`config.mk`:
```
export PLATFORM = sky130hd
export DESIGN_NAME = imm_gen
export DESIGN_NICKNAME = d
export VERILOG_FILES = /design/src/rtl/imm_gen.sv
export SDC_FILE = /design/constraint.sdc
export NUM_CORES = 1
export LEC_CHECK = 0
export ABC_AREA = 0
export BUFFER_PORTS_ARGS = -buffer_cell sky130_fd_sc_hd__buf_2
export CORE_ASPECT_RATIO = 0.6
export CORE_MARGIN = 1.5
export CORE_UTILIZATION = 35
export DETAILED_ROUTE_END_ITERATION = 10
export SYNTH_ARGS = -nofsm -noshare
export SYNTH_HDL_FRONTEND = slang
export SYNTH_SLANG_ARGS = --single-unit
```
`constraint.sdc`:
```
create_clock -name clk -period 2.1 [get_ports clk]
set_input_delay 0.42 -clock clk [delete_from_list [all_inputs] [get_ports clk]]
set_output_delay 0.42 -clock clk [all_outputs]
set_load 0.01 [all_outputs]
```
`src/rtl/imm_gen.sv`:
```
// RV32I immediate generator: decodes the opcode of each sampled instruction
// word into a format code and its sign-extended immediate, one cycle later.
module imm_gen (
   input  logic        clk,
   input  logic        rst,
   input  logic [31:0] instr,
   output logic [31:0] imm,
   output logic        i_instr,
   output logic        s_instr,
   output logic [2:0]  fmt
);

   typedef enum logic [2:0] {
      FMT_R = 3'd0,
      FMT_I = 3'd1,
      FMT_S = 3'd2,
      FMT_B = 3'd3,
      FMT_U = 3'd4,
      FMT_J = 3'd5
   } fmt_t;

   localparam logic [6:0] OP_LOAD   = 7'b0000011;
   localparam logic [6:0] OP_IMM    = 7'b0010011;
   localparam logic [6:0] OP_JALR   = 7'b1100111;
   localparam logic [6:0] OP_SYSTEM = 7'b1110011;
   localparam logic [6:0] OP_STORE  = 7'b0100011;
   localparam logic [6:0] OP_BRANCH = 7'b1100011;
   localparam logic [6:0] OP_LUI    = 7'b0110111;
   localparam logic [6:0] OP_AUIPC  = 7'b0010111;
   localparam logic [6:0] OP_JAL    = 7'b1101111;

   logic [6:0]  opcode;
   fmt_t        next_fmt;
   logic [31:0] next_imm;

   // Only the opcode selects the format; unknown or X opcodes fall to R/other.
   always_comb begin
      opcode   = instr[6:0];
      next_fmt = FMT_R;
      case (opcode)
         OP_LOAD, OP_IMM, OP_JALR, OP_SYSTEM: next_fmt = FMT_I;
         OP_STORE:                            next_fmt = FMT_S;
         OP_BRANCH:                           next_fmt = FMT_B;
         OP_LUI, OP_AUIPC:                    next_fmt = FMT_U;
         OP_JAL:                              next_fmt = FMT_J;
         default:                             next_fmt = FMT_R;
      endcase
   end

   always_comb begin
      next_imm = 32'd0;
      case (next_fmt)
         FMT_I: next_imm = {{20{instr[31]}}, instr[31:20]};
         FMT_S: next_imm = {{20{instr[31]}}, instr[31:25], instr[11:7]};
         FMT_B: next_imm = {{19{instr[31]}}, instr[31], instr[7],
                            instr[30:25], instr[11:8], 1'b0};
         FMT_U: next_imm = {instr[31:12], 12'd0};
         FMT_J: next_imm = {{11{instr[31]}}, instr[31], instr[19:12],
                            instr[20], instr[30:21], 1'b0};
         default: next_imm = 32'd0;
      endcase
   end

   // Reset wins over decode, so the word sampled on a reset edge is dropped.
   always_ff @(posedge clk) begin
      if (rst) begin
         imm     <= 32'd0;
         fmt     <= 3'd0;
         i_instr <= 1'b0;
         s_instr <= 1'b0;
      end else begin
         imm     <= next_imm;
         fmt     <= next_fmt;
         i_instr <= (next_fmt == FMT_I);
         s_instr <= (next_fmt == FMT_S);
      end
   end

endmodule

```
-- Word-level counts from Yosys, hierarchy flattened
Index checks and enable logic that the tools add are counted.
- register bits after elaboration: 37
- output and inout bits: 37
- word-level logic and storage cells: 22
- equal/unequal tests: 14
- muxes and demuxes: 2
- reduce and logical (&&, ||, !) cells: 2
- operators by type and width (kind ; number):
    case mux 32 bit (5 select lines) ; 1
    equality test 7 bit, second input constant ; 4
    case mux 3 bit (5 select lines) ; 1
    equality test 7 x 5 -> 1 bit, second input constant ; 2
    equality test 7 x 6 -> 1 bit, second input constant ; 2
    equality test 7 x 2 -> 1 bit, second input constant ; 1
    equality test 3 x 2 -> 1 bit, second input constant ; 2
    equality test 3 bit, second input constant ; 2
    OR reduction 4 bit ; 1
    equality test 3 x 1 -> 1 bit, second input constant ; 1
    OR reduction 2 bit ; 1

-- Longest topological paths before layout
Gate-level depths: netlist of run 1.
- depth in word-level cells: 5
- mapped depth: 7
- mapped depth without buffers: 5

-- Worst setup path before layout of run 1
OpenSTA, ideal clock, no wires.
- path kind: input-to-reg
- from: input port instr[2]
- to: register imm[19]
- data arrival time: 1.375 ns
- data required time: 1.971 ns
- path slack: 0.596 ns
- stages: 7
- path buffers: 2
- path through: buf_6 -> inv_4 -> mux2i_1 -> o21ai_1 -> a31oi_4 -> buf_6 -> a21oi_1
- cells in the longest elaborated chain, start to end: 5
- elaborated cells between the ends (all ways): 18
- those cells by class: eq/ne: 14; mux: 2; reduce/logical: 2
- RTL lines (what ; RTL line ; RTL):
    start: declaration ; 6 ; input logic [31:0] instr,
    equality test 7 x 2 -> 1 bit (tied with other cells) ; 40 ; case (opcode)
    OR reduction 4 bit / OR reduction 2 bit (equally long branches) ; 40 ;
    case mux 3 bit (5 select lines) * ; 40 ;
    equality test 3 bit (tied with other cells) ; 52 ; case (next_fmt)
    case mux 32 bit (5 select lines) * ; 52 ;
    end signal: assignment ; 72 ; imm <= next_imm;
    end: declaration ; 7 ; output logic [31:0] imm,
Every way passes the cells marked *; elsewhere a longest branch is shown, timed or not.
A chain may end at the register's enable or synchronous reset.

-- Worst setup path in the final report of run 1
- from: input port instr[2]
- to: register imm[20]
The elaborated chain is that of the path after synthesis.

==> results of run 1 <==
==> area by class of cell <==
type / count / area [um^2]
Fill cell: 430 / 2130
Multi-Input combinational cell: 101 / 665.6
Timing Repair Buffer: 74 / 380.4
Tap cell: 60 / 75.07
Sequential cell: 37 / 740.7
Clock inverter: 1 / 30.03
Inverter: 3 / 13.76
Clock buffer: 7 / 86.33
==> metrics by stage <==
stage	hold slack (ps)	area (um^2)	power (mW)	std cells
3_3_place_gp	640.4	1876	0.8360	275
5_1_grt	349.5	1992	1.514	283
3_5_place_dp	640.1	1876	0.8358	275
6_report	352.7	1992	1.452	283
2_1_floorplan	492.4	1515	0.7915	151
4_1_cts	344.2	1992	1.468	283
==> power by group through the flow <==
stage	sequential [mW]	combinational, mW	clock [mW]
2_1_floorplan	0.723	0.0681	0
3_3_place_gp	0.721	0.114	0
3_5_place_dp	0.722	0.114	0
4_1_cts	0.705	0.115	0.648
5_1_grt	0.705	0.126	0.683
6_report	0.705	0.114	0.632
==> registers in the layout (all words and copies together) (netlist names) <==
register and flops:
fmt 3, s_instr 1, imm 32, i_instr 1
==> how the worst min path moves through the flow <==
stage	depth (start not counted)	slack, ps	endpoint
finish	2	350	imm[8]
global route	2	350	imm[6]
CTS	2	340	imm[9]
detailed placement	2	640	imm[9]
global placement	2	640	imm[9]
floorplan	1	490	fmt[1]
==> routing by layer <==
| layer | wire length, um | vias to the layer above | track usage (%) |
|---|---|---|---|
| met4 | 22 | 0 | 4.762 |
| met1 | 1871 | 566 | 23.98 |
| li1 | - | 659 | - |
| met2 | 1375 | 50 | 21.12 |
| met5 | 0 | - | 0 |
| met3 | 336 | 2 | 6.595 |
==> layout by cell type (no fill, tap or decap), types with 4 or more instances in the layout <==
master	synthesis	layout
nand3_1	6	6
nand2_1	26	26
nor2_1	4	4
a21oi_2	11	11
dfxtp_1	37	37
a21oi_1	14	14
clkbuf_8	0	6
and2_1	7	7
buf_4	1	4
buf_2	1	70
==> synth_stat cells (all sizes together) <==
master    n
inv       3
a31oi     4
nand3     6
dfxtp    37
clkbuf    1
nand4b    2
nand4     2
and2      7
and2b     1
or3       1
nor2      4
a211oi    1
or4       1
a2bb2oi   1
nand2b    1
xor2      1
a21o      1
nor3b     1
nand2    28
o21ai     3
mux2i     1
buf       9
a21oi    25
o21a      1
nor3      6
nor4      3
==> cells by family after synthesis <==
| kind of cell | share of synthesized area [%] |
|---|---|
| xor gates and xnor gates | 0.5781 |
| AOI/OAI and AO/OA | 17.34 |
| and+or+nand+nor | 25.35 |
| DFF | 48.89 |
| buffers and inverters | 7.185 |
| muxes | 0.6606 |
==> metrics.md, run 1 <==
| Metric | Value |
|---|---|
| Critical path class | `input pin to flip-flop` |
| VDD IR max | `roughly 0.00032 V` |
| DRC | `0` |
| Power Internal | `roughly 1.1 mW` |
| I/O pin count | `71` |
| Worst slack, placed | `a little over 100 ps` |
| CP cell instances | `buf_2 -> nand2_2 -> a31oi_2 -> nor3_4 -> o21ai_2 -> a21oi_1` |
| Crit path depth | `6` |
| Net switching power | `between 300 and 400 uW` |
| Outcome | `finished, final reports clean` |
| Fmax | `591.2 MHz` |
| CP Capture Type | `flip-flop` |
| Proportion of layout cells with a drive suffix above 1 | `between 40% and 50%` |
| Sequential fraction of the synthesis area | `around half` |
| Slowest-stage cell, CP | `o21ai_2` |
| Clock share of power | `a little over two fifths` |
| Core Util, Final | `slightly below 50%` |
| Hold Crit Start | `instr[28]` |
| CTS root buffer | `clkbuf_8` |
| H-tree Lvls | `2` |
| Setup bufs post-CTS | `0` |
| Max Cap Viol | `0` |
| Clk buf depth | `2` |
| CP Data Arrival Time | `between 1500 and 2000 ps` |
| Gr usage total | `~16%` |
| Nets | `256` |
| Tmin final | `approximately 1700 ps` |
| Yosys warnings | `0` |
| Hold buffers post-CTS | `0` |
| Mapped Cells | `151` |
| Hold crit path type | `input pin to flip-flop` |
| Vias | `~1.3k` |
| Critical path endpoint | `imm[20]` |
| Top-area cell type share of the netlist area | `between 40% and 50%` |
| Wire per inst | `approximately 13 um` |
| Pin count of the biggest net entering global routing | `15` |
| Syn Nets | `around 190` |
| Post-CTS Resized | `0` |
| CP delay by family, top | `compound AO/OA/AOI/OAI gates` |
| Max FO, Critical Path | `11` |
| RSZ-0062 raised after global routing | `no` |
| Max incr delay on CP | `about 540 ps` |
| Yosys cell types | `39` |
| Sequential cell fraction of total power | `roughly 49%` |
| Worst-path clk slew | `around 70 ps` |
| Final setup fails | `0` |
| Static leakage | `0.8675 nW` |
| Gpl congestion | `around 0.85` |
| Synth area leader | `dfxtp_1` |
| Height of the die | `between 50 and 60 um` |
| Ant. Diodes | `0` |
| Setup crit start | `instr[2]` |
| Sw frac | `a little over a fifth` |
| Final period util | `between 80% and 90%` |
| Iter 0 DRT Violations | `22` |
| Area of the mapped netlist | `approximately 1500 um^2` |
| Max transition margin | `between 50% and 60%` |
| CP Buf/Inv Count | `1` |
| Grt ovf | `0` |
| Die Wd | `between 80 and 90 um` |
| Clock sink count | `37` |
| Drt pass-1 iters | `4` |
| Gate power share | `under 10%` |
| Top cells by area, synth | `dfxtp_1, nand2_1, a21oi_2` |
| Setup ws final | `between 400 and 500 ps` |
| Type of origin of the critical path | `input pin` |
| Worst Path Required | `between 2000 and 2500 ps` |
| Initial antenna violation count | `0` |
| Worst Max-Slew Pin Slew | `around 640 ps` |
| Max-slew violation count | `0` |
| Yosys reg bits | `37` |
| Detail Route Antenna Nets | `0` |
| Num rows | `18` |
| Initial Util | `a little under two fifths` |
| Syn avg cell area | `roughly 10 um^2` |
| CTS tree | `done` |
| Detailed Place HPWL | `between 2 and 3 mm` |
| PD cells | `roughly 730 nW/um^2` |
| Vias per Instance | `4.512` |
| CTS Buf Count | `5` |
| Setup TNS | `0 ps` |
| Final hold vios | `0` |
| Die Footprint | `about 4700 um^2` |
| Area Overhead vs Synth | `31.46%` |
| Core Area | `between 4000 and 5000 um^2` |
| First-pass GRT wire length | `around 5.7 mm` |
| Total Routed Length | `around 3.6 mm` |
| Vias in the first global route | `approximately 1.2k` |
| Buffers on Ports | `70` |
No activity file was read; power rests on OpenSTA's default activity.
==> run 2: changes to the inputs <==
==> constraint.sdc (replaced) <==
create_clock -name clk -period 1.7 [get_ports clk]
set_input_delay 0.34 -clock clk [delete_from_list [all_inputs] [get_ports clk]]
set_output_delay 0.34 -clock clk [all_outputs]
set_load 0.01 [all_outputs]
==> run 2 against run 1 <==
Net effect: non-clock buffer count is 1 higher; sequential share of layout area down 0.67 points; clock power rose by 23%; sequential power is 24% higher; final cell count grew 0.35%; highest routed layer unchanged; largest cell class unchanged; critical path depth is 1 higher; utilization up 0.88 points.
==> metrics.md, run 2 (synthesized netlist as in run 1, its figures left out) <==
| Metric | Value |
|---|---|
| CTS root buffer | `clkbuf_8` |
| Regs by FF count | `imm (32), fmt (3)` |
| Placed cells | `276 (+0.36%)` |
| Setup TNS | `0 ps (unchanged)` |
| Setup ws final | `393.4 ps (-15.13 ps)` |
| Max reg flops | `32 (unchanged)` |
| Final hold vios | `0 (unchanged)` |
| Detailed Place HPWL | `2.577 mm (-4.4%)` |
| First-pass GRT wire length | `5.161 mm (-8.9%)` |
| Register with the most flip-flops | `imm` |
| Detail Route Antenna Nets | `0 (unchanged)` |
| Core Area | `4121 um^2 (unchanged)` |
| Initial Util | `36.76% (unchanged)` |
| Hold crit path type | `input pin to flip-flop` |
| Final setup fails | `0 (unchanged)` |
| DRC | `0 (unchanged)` |
| Clock sink count | `37 (unchanged)` |
| Clk buf depth | `2 (unchanged)` |
| Outcome | `finished, final reports clean` |
| Buffers on Ports | `70 (unchanged)` |
| Max-slew violation count | `0 (unchanged)` |
| Hold buffers post-CTS | `0 (unchanged)` |
| Max incr delay on CP | `270 ps (-270 ps)` |
| CP Buf/Inv Count | `2 (+1)` |
| Most frequent cells in the layout | `buf_2, dfxtp_1, nand2_1` |
| Fmax | `765.4 MHz` |
| Gpl congestion | `0.8796 (+3.2%)` |
| RSZ-0062 raised after global routing | `no` |
| Vias per Instance | `4.546 (+0.74%)` |
| Static leakage | `0.8859 nW (+2.1%)` |
| Drt pass-1 iters | `4 (unchanged)` |
| Iter 0 DRT Violations | `47 (+110%)` |
| Pin count of the biggest net entering global routing | `27 (+12)` |
| Gr usage total | `14.91% (-1.4 points)` |
| Nets | `257 (+0.39%)` |
| Num rows | `18 (unchanged)` |
| Type of origin of the critical path | `input pin` |
| Worst-path clk slew | `70 ps (about the same)` |
| Final period util | `76.86%` |
| Vias | `1291 (+1.1%)` |
| Total Routed Length | `3.406 mm (-5.5%)` |
| Ant. Diodes | `0 (unchanged)` |
| CTS tree | `done` |
| CP cell instances | `buf_2 -> nand2_2 -> a31oi_2 -> nor3_4 -> o21ai_2 -> buf_12 -> a21oi_2` |
| Tmin final | `1307 ps` |
| Worst Path Required | `1870 ps (-370 ps)` |
| CP Capture Type | `flip-flop` |
| Worst slack, placed | `101.6 ps (+0.4670 ps)` |
| Max transition margin | `75.15% (+18 points)` |
| Area Overhead vs Synth | `33.86%` |
| Vias in the first global route | `1079 (-6.5%)` |
| Height of the die | `53.97 um (unchanged)` |
| Final std cells w/o fill | `284 (+0.35%)` |
| PD cells | `885.3 nW/um^2 (+21%)` |
| Setup crit start | `instr[2]` |
| Crit path depth | `7 (+1)` |
| VDD IR max | `0.0004109 V (+30%)` |
| Die Footprint | `4746 um^2 (unchanged)` |
| Critical path class | `input pin to flip-flop` |
| CP delay by family, top | `compound AO/OA/AOI/OAI gates` |
| Critical path endpoint | `imm[21]` |
| Initial antenna violation count | `0 (unchanged)` |
| CTS Buf Count | `5 (unchanged)` |
| Die Wd | `87.94 um (unchanged)` |
| Max FO, Critical Path | `11 (unchanged)` |
| Worst Max-Slew Pin Slew | `371.7 ps (-271.5 ps)` |
| Leading cell type in the layout, fill and taps excluded | `buf_2` |
| Post-CTS Resized | `0 (unchanged)` |
| Max Cap Viol | `0 (unchanged)` |
| Grt ovf | `0 (unchanged)` |
| Setup bufs post-CTS | `0 (unchanged)` |
| Slowest-stage cell, CP | `a31oi_2` |
| H-tree Lvls | `2 (unchanged)` |
| Wire per inst | `11.99 um (-5.9%)` |
| CP Data Arrival Time | `1480 ps (-350 ps)` |
| Proportion of layout cells with a drive suffix above 1 | `48.21% (+0.68 points)` |
| I/O pin count | `71 (unchanged)` |
==> run 2: cell types whose count changed in the layout (fill, tap and decap cells not counted) <==
cell | previous run | this run
clkbuf_1 | 1 | 0
buf_4 | 4 | 3
buf_12 | 0 | 2
clkinvlp_4 | 0 | 1
==> run 2: final cells by class <==
type	instances	area, um^2
Fill cell	426	2093
Clock buffer	6	82.58
Timing Repair Buffer	75	412.9
Clock inverter	2	37.54
Inverter	3	13.76
Multi-Input combinational cell	101	665.6
Tap cell	60	75.07
Sequential cell	37	740.7
==> run 2: how the worst min path moves through the flow <==
stage,endpoint,slack [ps],depth (start not counted),startpoint
2_1_floorplan,fmt[1],410,1,rst
3_3_place_gp,imm[9],560,2,instr[29]
3_5_place_dp,imm[9],560,2,instr[29]
4_1_cts,imm[9],260,2,instr[29]
5_1_grt,imm[8],260,2,instr[28]
6_report,imm[9],270,2,instr[29]
==> run 2: layer usage <==
metal | part of all wire (%) | vias up | track usage, %
met5 | 0 | - | 0
li1 | - | 660 | -
met3 | 8.8 | 2 | 6.288
met2 | 38 | 48 | 19.34
met4 | 0.29 | 0 | 3.968
met1 | 52 | 581 | 21.92
==> run 2: power breakdown <==
part	internal, mW	leakage (nW)	switching, mW	total, mW
registers	0.870	0.298	0.000868	0.871
logic	0.0602	0.530	0.0842	0.144
clock network	0.477	0.0574	0.303	0.780
total	1.41	0.886	0.388	1.80
==> run 2: per-stage QoR <==
| stage | util [%] | total power [mW] | hold slack, ps | cell area [um^2] |
|---|---|---|---|---|
| floorplan | - | 0.9778 | 412.4 | 1515 |
| global placement | 46.30 | 1.036 | 560.9 | 1908 |
| detailed placement | 46.30 | 1.036 | 558.5 | 1908 |
| CTS | 49.21 | 1.824 | 259.5 | 2028 |
| global route | 49.21 | 1.874 | 260.4 | 2028 |
| finish | 49.21 | 1.796 | 270.1 | 2028 |
